### src/rtl/stat_pipe_sig.sv
// stat_pipe_sig: STAGES-deep registered bit-transform pipeline with a global stall,
// feeding a MISR signature and a saturating count of accepted results.
module stat_pipe_sig #(
  parameter int             W      = 8,
  parameter int             STAGES = 3,
  parameter logic [W-1:0]   POLY   = 'h1D,
  parameter int             CNT_W  = 16
) (
  input  logic             clk,
  input  logic             rst_n,
  input  logic             in_valid,
  output logic             in_ready,
  input  logic [W-1:0]     in_data,
  input  logic             bypass,
  output logic             out_valid,
  input  logic             out_ready,
  output logic [W-1:0]     out_data,
  input  logic             sig_clear,
  output logic [W-1:0]     signature,
  output logic [CNT_W-1:0] vec_cnt
);

  logic [W-1:0]      stage_data [STAGES];
  logic [STAGES-1:0] stage_vld;
  logic              adv;
  logic              accept;

  // The whole pipeline moves in lockstep: any stall freezes every stage, bubbles included.
  assign adv       = !stage_vld[STAGES-1] || out_ready;
  assign in_ready  = adv;
  assign out_valid = stage_vld[STAGES-1];
  assign out_data  = stage_data[STAGES-1];
  assign accept    = out_valid && out_ready;

  function automatic logic [W-1:0] xform(input logic [W-1:0] x, input logic byp);
    logic [W-1:0] y;
    for (int i = 0; i < W; i++) begin
      y[i] = x[i] ^ (x[(i+1)%W] & ~x[(i+2)%W]);
    end
    return byp ? x : y;
  endfunction

  always_ff @(posedge clk or negedge rst_n) begin
    if (!rst_n) begin
      stage_vld <= '0;
      for (int k = 0; k < STAGES; k++) begin
        stage_data[k] <= '0;
      end
    end else if (adv) begin
      stage_vld[0]  <= in_valid;
      stage_data[0] <= xform(in_data, bypass);
      for (int k = 1; k < STAGES; k++) begin
        stage_vld[k]  <= stage_vld[k-1];
        stage_data[k] <= xform(stage_data[k-1], bypass);
      end
    end
  end

  // Clear wins over a same-cycle accept; only handshaken results reach the MISR.
  always_ff @(posedge clk or negedge rst_n) begin
    if (!rst_n) begin
      signature <= '0;
      vec_cnt   <= '0;
    end else if (sig_clear) begin
      signature <= '0;
      vec_cnt   <= '0;
    end else if (accept) begin
      signature <= {signature[W-2:0], signature[W-1]} ^ out_data ^
                   (signature[W-1] ? POLY : '0);
      if (vec_cnt != '1) begin
        vec_cnt <= vec_cnt + 1'b1;
      end
    end
  end

endmodule

### config.mk
export PLATFORM = sky130hd
export DESIGN_NAME = stat_pipe_sig
export DESIGN_NICKNAME = d
export VERILOG_FILES = /design/src/rtl/stat_pipe_sig.sv
export SDC_FILE = /design/constraint.sdc
export NUM_CORES = 1
export LEC_CHECK = 0
export CORE_MARGIN = 3
export CORE_UTILIZATION = 43
export DETAILED_ROUTE_END_ITERATION = 10
export PLACE_DENSITY = 0.65
export SLEW_MARGIN = 20
export SYNTH_ARGS = -nofsm -noshare
export SYNTH_HDL_FRONTEND = slang
export SYNTH_SLANG_ARGS = --single-unit
export TNS_END_PERCENT = 50
### constraint.sdc
create_clock -name clk -period 4.45 [get_ports clk]
set_input_delay 0.89 -clock clk [delete_from_list [all_inputs] [get_ports clk]]
set_output_delay 0.89 -clock clk [all_outputs]
set_load 0.02 [all_outputs]
# Yosys cells after proc, flatten, opt, wreduce, memory -nomap -nowiden
# Index checks and enable logic that the tools add are counted.
# op_classes
n_addsub	1
eq_ne	1
muxes	9
bitwise	74
n_reduce_logical	6
# op_table
operator	count
2-to-1 mux 16 bit	3
2-to-1 mux 8 bit	5
bitwise AND 1 bit	24
NOT 1 bit	24
XOR 1 bit	24
adder 16 x 1 -> 16 bit (second input constant)	1
!= test 16 bit (second input constant)	1
XOR 8 x 5 -> 8 bit	1
XOR 8 bit	1
2-to-1 mux 5 bit	1
nonzero test 2 bit	2
AND reduction 2 bit	1
logical AND 1 bit	1
logical NOT 1 bit	1
logical OR 1 bit	1
# totals
register_bits	51
in_bits	14
output_inout_bits	34
word_cells	97

# Depth between registers and ports, before layout
# Gate-level depths: netlist (run 1).
# depth
depth_word	4
depth_mapped	6
mapped_depth_nobuf	5

# Least setup slack after synthesis (run 1)
# OpenSTA, ideal clock, no wires.
# synth_path
path_kind	input -> output
startpoint	in out_ready
endpoint	out in_ready
arrival_ps	1638
t_required_ps	3560
slack_ps	1922
stages	4
n_path_buf	2
cell_sequence	nor2b_1 -> clkbuf_1 -> clkbuf_1 -> inv_1
# synth_between
elab_chain_len	1
# synth_rtl
item	line_no	source
start, declared	16	input logic out_ready,
logical OR 1 bit	29	assign adv = !stage_vld[STAGES-1] || out_ready;
end, declared	12	output logic in_ready,
# Every way passes these cells.

# Final worst setup path (run 1)
# Ends and elaborated chain as after synthesis.

==> results summary, run 1 <==
The flow ran to the end, and the final reports show no timing, DRC or antenna violations. The critical path contains buffers and inverters numbering 3 combined. The minimum period implied by the final worst setup slack is 3.10 ns. The total half-perimeter wirelength after legalization and detailed placement is 3870 µm.

The total via count after detailed routing is 2132. After technology mapping, the gate count stands at 306. By startpoint and endpoint, the worst setup path is classified as in -> out. For the worst setup path, the data arrival time is 2.21 ns. Gates resized during post-CTS repair numbered 0. The number of setup violations in the final report came out at 0.

The total power after layout came out at 1470 µW. The maximum number of buffers from clock root to sink is 2. The routability congestion estimate came out at 0.835. The number of buffers created by CTS came out at 5. Clock-pin slew was measured on the worst setup and hold paths at 0.08 ns. The first global-routing pass estimated 9230 µm of wire. The slowest stage of the critical path is the sky130_fd_sc_hd__clkdlybuf4s50_1 cell. Setup repair after global routing left no endpoint under its margin.

The number of fill cells in the layout is 587. The worst setup path is captured at an output port. The maximum number of pins on one net before global-route repair is 52. Setup total negative slack on the finished layout was measured at 0 ns. The net count of the mapped netlist came out at 321. The number of remaining DRC errors came out at 0. For this run the aggregate overflow at the end of global routing stands at 0.

For the worst setup path, the data required time is 3.56 ns. The number of design-rule violations left by the first detailed-router iteration came out at 138. The cell seen most often among critical-path stages is sky130_fd_sc_hd__clkdlybuf4s50_1.

Measured along the x axis, the die boundary spans 85.8 µm. The post-cts hold buffer count came out at 0. The highest attainable clock frequency is 0.323 GHz. The headroom to the max-slew limit is 47.3%. Summing all multi-input logic gate instances after layout gives 0.00132 mm². The count of synthesis-stage warnings from yosys is 0. The share of post-route cells with drive strength above 1 is 5.88%. The count of buffers added on input and output ports is 47.

The family of cells with the greatest summed delay on the critical path is buffers and inverters. Summing all flip-flop and latch instances after layout gives 0.00128 mm². The post-route cell area is 0.00329 mm². The insertion delay of the later-clocked pin in the worst-skew pair is 0.30 ns. The first TritonRoute pass finished after 5 iterations. The largest voltage drop on the vdd net came out at 214 µV. The floorplan step set the die height to 85.8 µm. The number of diodes added for antenna fixing is 0. The post-synthesis to final-layout area growth is 20.3%.

The tightest min-delay check is of the reg -> reg type. The tool flagged a number of max-cap violations equal to 0. The biggest fanout along the worst timing path is 6. The tightest hold path in the finished design has a slack of 0.478 ns. The routed wire length came out at 5370 µm. Dividing the final minimum period by the clock period gives 69.6%. The routed wire length per instance is 12.9 µm. The number of instances in the placed design came out at 407.

The longest individual stage delay on the worst path is 0.59 ns. Across every metal layer, demand over resource in global routing totals 15.3%. The initial antenna violation count is 0. The post-CTS repair timing setup buffer count came out at 0. TritonCTS built the clock tree. The number of distinct library cells after synthesis came out at 36. After detailed routing, the met2 layer carries 2440 µm of wire.

Synthesis inferred 51 register bits. The power density over the cells is 446 mW/mm². STA classifies the critical path startpoint as an input pin. The post-place instance area is 0.00319 mm². The setup clock skew after layout came out at 0.00622 ns. After detailed routing, the wire length on met1 is 2610 µm. The number of global-route vias before repair came out at 1985.

The number of placement rows is 28. The master cell of the clock root buffer is sky130_fd_sc_hd__clkbuf_8. For this configuration, the core starts out at a cell density of 45.4%.

During I/O placement, the number of pins put on the boundary was 48. The signal on the critical path passes through clkdlybuf4s50_1, nor2b_2, inv_1, clkdlybuf4s50_1. The die outline area came out at 0.00736 mm². The analysis attributes to cell leakage a power of 0.00128 µW. The mean instance size in the synthesized netlist came out at 8.94 µm². The deepest level of the CTS H-tree came out at 2. The cell area after technology mapping is 0.00274 mm². The number of pins with negative max-slew slack in the final report came to 0. The detailed-routed wire length on met3 came out at 270 µm. The final-report hold violation count is 0. The actual slew at the worst max-slew pin is 0.788 ns. The placeable core region is 0.00603 mm². In this run the top signal layer used is met4. The number of nets in the layout is 354. The sequential share of the synthesized area came out at 46.6%. The final antenna-violating net count came out at 0. The vias per cell is 5.14. The post-route non-filler standard cell count came out at 415. The number of clock sinks is 51.
## worst paths after layout
kind	start	end	slack, ns	cells after the start
setup / recovery	out_ready	in_ready	1.35	4
hold / removal	stage_vld[1]	stage_vld[2]	0.48	1
setup reg to reg	vec_cnt[1]	vec_cnt[6]	2.59	5
hold reg to reg	stage_vld[1]	stage_vld[2]	0.48	1
max in group asynchronous	rst_n	stage_data[21]	3.42	1
min in group asynchronous	rst_n	signature[2]	0.61	1
## kinds of logic after synthesis
kind of cell	after synthesis	synth area share, %
and+or+nand+nor	127	21.5
AOI/OAI and AO/OA	51	10.5
DFF	51	46.6
xor gates and xnor gates	44	14.1
buffers and inverters	28	5.21
muxes	4	1.60
adders and majority gates	1	0.457
## placed cells by master, fill, tap and decap left out, types with 5 or more instances in the layout
| cell | count |
|---|---|
| sky130_fd_sc_hd__clkbuf_8 | 7 |
| sky130_fd_sc_hd__nand4_1 | 7 |
| sky130_fd_sc_hd__inv_1 | 5 |
| sky130_fd_sc_hd__nor2_1 | 31 |
| sky130_fd_sc_hd__nor3b_1 | 5 |
| sky130_fd_sc_hd__xor2_1 | 21 |
| sky130_fd_sc_hd__clkdlybuf4s50_1 | 46 |
| sky130_fd_sc_hd__a21oi_1 | 5 |
| sky130_fd_sc_hd__xnor2_1 | 23 |
| sky130_fd_sc_hd__nand3_1 | 6 |
| sky130_fd_sc_hd__o21ai_0 | 33 |
| sky130_fd_sc_hd__nand2_1 | 60 |
| sky130_fd_sc_hd__dfrtp_1 | 51 |
## worst register-to-register path, stage by stage (launching register included)
cell and delay, ns:
sky130_fd_sc_hd__dfrtp_1 0.46, sky130_fd_sc_hd__ha_1 0.27, sky130_fd_sc_hd__nand2_1 0.07, sky130_fd_sc_hd__or2_4 0.26
sky130_fd_sc_hd__or4_4 0.59, sky130_fd_sc_hd__o21ai_0 0.13
## power by group
group / total (µW) / leakage (µW) / switching [µW] / internal (µW)
clock: 284 / 0.0000515 / 142 / 142
combinational: 493 / 0.000570 / 243 / 250
sequential: 691 / 0.000656 / 119 / 573
## final cells by class
type	count	share of cell area, %
multi-input cells	227	40.1
flip-flops and latches	51	38.8
repair buffers	49	14.7
clock buffers	8	3.04
well taps	75	2.85
inverters	5	0.570
## cell usage after synthesis, drive strengths merged
cell type	count	area [µm²]
nor3	4	20.0
nand2	60	225
nand3	6	30.0
nor3b	5	37.5
a211oi	4	30.0
dfrtp	51	1280
a211o	1	8.76
o21ai	36	184
mux2i	1	10.0
nand4	8	65.1
o31ai	1	7.51
or4	1	11.3
clkbuf	14	52.6
buf	9	71.3
inv	5	18.8
o311ai	1	8.76
nor2b	2	12.5
and3	1	6.26
mux2	3	33.8
xor2	21	184
nand4b	1	8.76
nor2	31	116
ha	1	12.5
a21oi	5	25.0
or2	3	23.8
o22a	1	8.76
and2	1	6.26
xnor2	23	201
a311oi	1	8.76
a31oi	1	6.26
nor4	4	25.0
## per-stage QoR
stage	setup WS [ns]	util [%]
3_3_place_gp	1.34	52.9
4_1_cts	1.34	54.6
3_5_place_dp	1.34	53.0
6_report	1.35	54.6
2_1_floorplan	1.92	-
5_1_grt	1.29	54.6
## per-layer routing
layer / global-route usage, % / vias to the layer above
li1: - / 1078
met1: 21.3 / 1006
met2: 24.3 / 44
met3: 3.46 / 4
met4: 3.88 / 0
met5: 0 / -
## state kept, by name, indices dropped and copies added, names as in the netlist
| name | cells |
|---|---|
| vec_cnt | 16 |
| stage_vld | 3 |
| stage_data | 16 |
| out_data | 8 |
| signature | 8 |
Note: power is estimated with default switching activity, not from simulation.
==> run 2: changes to the inputs <==
--- a/config.mk
+++ b/config.mk
@@ -8,7 +8,7 @@
 export CORE_MARGIN = 3
 export CORE_UTILIZATION = 43
 export DETAILED_ROUTE_END_ITERATION = 10
-export PLACE_DENSITY = 0.65
+export PLACE_DENSITY = 0.68
 export SLEW_MARGIN = 20
 export SYNTH_ARGS = -nofsm -noshare
 export SYNTH_HDL_FRONTEND = slang
==> constraint.sdc (replaced) <==
create_clock -name clk -period 2.75 [get_ports clk]
set_input_delay 0.55 -clock clk [delete_from_list [all_inputs] [get_ports clk]]
set_output_delay 0.55 -clock clk [all_outputs]
set_load 0.02 [all_outputs]
==> run 2 against run 1 <==
Total power is 62% higher; register-to-register slack lost 1.7 ns; worst hold slack got worse by 0.19 ns; non-clock buffer count is 5 higher; sequential share of layout area fell by 0.41 points; via count down 0.52%; cell count up 1.2%; first-iteration DRC count shrank 47%; sequential power is 62% higher; largest cell class unchanged.
==> results summary, run 2 (synthesized netlist as in run 1, its figures left out) <==
The run finished with clean final reports. The placeable core region came out at 0.00603 mm². The setup TNS after final layout came out at 0 ns. The tightest min-delay check is of the in -> async type. The internal power came out at 1570 µW.

The global routing met3 resource utilization came out at 2.50%. The number of clock sinks is 51. The final antenna-violating net count came out at 0. The routed wire length came out at 5120 µm.

The maximum number of buffers from clock root to sink came out at 2. Entering global routing, the biggest net connects 52 pins. The initial antenna violation count came out at 0. The power dissipated by switching net loads is 812 µW. The share of total power consumed by net switching is 34.1%.

The library cell used most frequently in the layout, excluding fill and tap cells, is sky130_fd_sc_hd__nand2_1. The worst-case hold slack came out at 0.292 ns. The die span in y is 85.8 µm. The CTS tree is built.

The number of global-route vias before repair came to 1945. The number of setup violations in the final report came out at 0. The highest attainable clock frequency is 0.435 GHz. STA puts the critical path data arrival time at 1.75 ns. The proportion of power drawn by the clock network came out at 19.1%. In the layout the commonest cells are sky130_fd_sc_hd__nand2_1, sky130_fd_sc_hd__dfrtp_1, sky130_fd_sc_hd__clkdlybuf4s50_1, sky130_fd_sc_hd__o21ai_0, sky130_fd_sc_hd__nor2_1. The vias per cell is 5.05. In this run the most used layer during global routing was met2. Power spread over the standard cell area amounts to 715 mW/mm².

The final cycle utilization of the critical path is 83.7%. The insertion delay of the later-clocked pin in the worst-skew pair came out at 0.30 ns. The deepest level of the CTS H-tree came out at 2.

The max-capacitance violation count came out at 0. The global-route wire length before repair is 9010 µm. In the final layout, the registers with the most flip-flops are stage_data (16), vec_cnt (16). In this run the static leakage power is 0.00130 µW. The proportion of power drawn by combinational gates is 33.9%. Per report_power, the sequential group accounts for 47.0% of the total.

Buffers added to address setup during post-CTS repair amount to 0. Detailed routing inserted a total of 2121 vias. The total half-perimeter wirelength after legalization and detailed placement came out at 3890 µm. The smallest clock period supported by the final layout is computed as 2.30 ns. The number of hold buffers added after CTS was 0. In the global route stage, overall resource usage came out at 15.3%. At the pin with the least slew margin, the transition time is 0.795 ns. Setup repair after global routing left no endpoint under its margin. The number of remaining DRC errors came out at 0. The overall overflow remaining after global route came out at 0.

Global routing used 24.6% of the available met2 tracks. Cells with a size suffix above 1 make up 7.25% of the layout. The clock edge transition at the registers on the reported setup and hold paths is 0.08 ns. STA classifies the critical path endpoint as an output port. The setup clock skew after layout is 0.00494 ns. The total I/O pin count is 48.

The data required time of the critical path came out at 2.20 ns. The master cell of the clock root buffer is sky130_fd_sc_hd__clkbuf_8. The number of design-rule violations left by the first detailed-router iteration came out at 73. Together, buffers and inverters on the worst path number 3. The congestion estimate from routability-driven global placement came to 0.866.

The routed wire length per instance came out at 12.2 µm. The number of gates resized after CTS was 0. The number of diodes added for antenna fixing came out at 0. The initial core utilization came out at 45.4%. The die outline area came out at 0.00736 mm². The number of placement rows came out at 28. The die is 85.8 µm wide. The library cell contributing the largest single delay on the critical path is sky130_fd_sc_hd__clkdlybuf4s50_1. The headroom to the max-slew limit came out at 46.8%. The signal on the critical path passes through clkdlybuf4s50_1, nor2b_2, inv_1, clkdlybuf4s50_1.

The number of pins with negative max-slew slack in the final report is 0. For this run, the post-layout net count is 359. The count of buffers added on input and output ports is 47. The met1 demand-to-capacity share in global routing is 20.0%. The worst setup path is launched from an input pin.

By instance count, the cell type seen most on the critical path is sky130_fd_sc_hd__clkdlybuf4s50_1. The critical path in this run is classified as in -> out. The post-synthesis to final-layout area growth is 21.6%. The cell family contributing the most delay on the critical path is buffers and inverters. Along the worst path, the maximum fanout reaches 2. The number of buffers created by CTS came out at 5.

The longest individual stage delay on the worst path is 0.59 ns. The largest voltage drop on the vdd net came out at 354 µV. The detailed-router iteration count before antenna repair is 4. The final-report hold violation count is 0.
run 2: routing by layer:
metal / wire length (µm) / vias to the layer above
met5: 0 / -
met4: 107 / 0
met3: 265 / 9
met2: 2330 / 52
met1: 2420 / 972
li1: - / 1088
run 2: worst paths after layout:
path,from,cells after the start,end,slack (ns)
worst min-delay path,rst_n,1,stage_data[12],0.29
max in group asynchronous,rst_n,2,stage_data[18],1.85
min in group clk,stage_vld[1],1,stage_vld[2],0.47
worst min register to register,stage_vld[1],1,stage_vld[2],0.47
worst max register to register,vec_cnt[1],5,vec_cnt[4],0.92
worst max-delay path,out_ready,4,in_ready,0.45
run 2: metrics by stage:
step	instance area, µm²	setup slack, ns	cells	total power, µW	utilization (%)
final	3330	0.449	420	2380	55.2
after CTS	3330	0.432	420	2420	55.2
after floorplan	2740	0.882	306	1700	-
after global routing	3330	0.404	420	2560	55.2
after global placement	3230	0.408	412	1940	53.6
after detailed placement	3230	0.437	412	1960	53.6
run 2: area by class of cell:
type | instances | area (µm²)
Sequential cell | 51 | 1280
Clock buffer | 8 | 100
Multi-Input combinational cell | 227 | 1320
Inverter | 5 | 18.8
Tap cell | 75 | 93.8
Fill cell | 587 | 2700
Timing Repair Buffer | 54 | 518
run 2: power groups by stage:
stage          Clock, µW  Combinational, µW  Sequential [µW]
2_1_floorplan          0                565             1140
4_1_cts              474                820             1120
5_1_grt              506                897             1160
6_report             454                806             1120
3_3_place_gp           0                804             1130
3_5_place_dp           0                819             1140
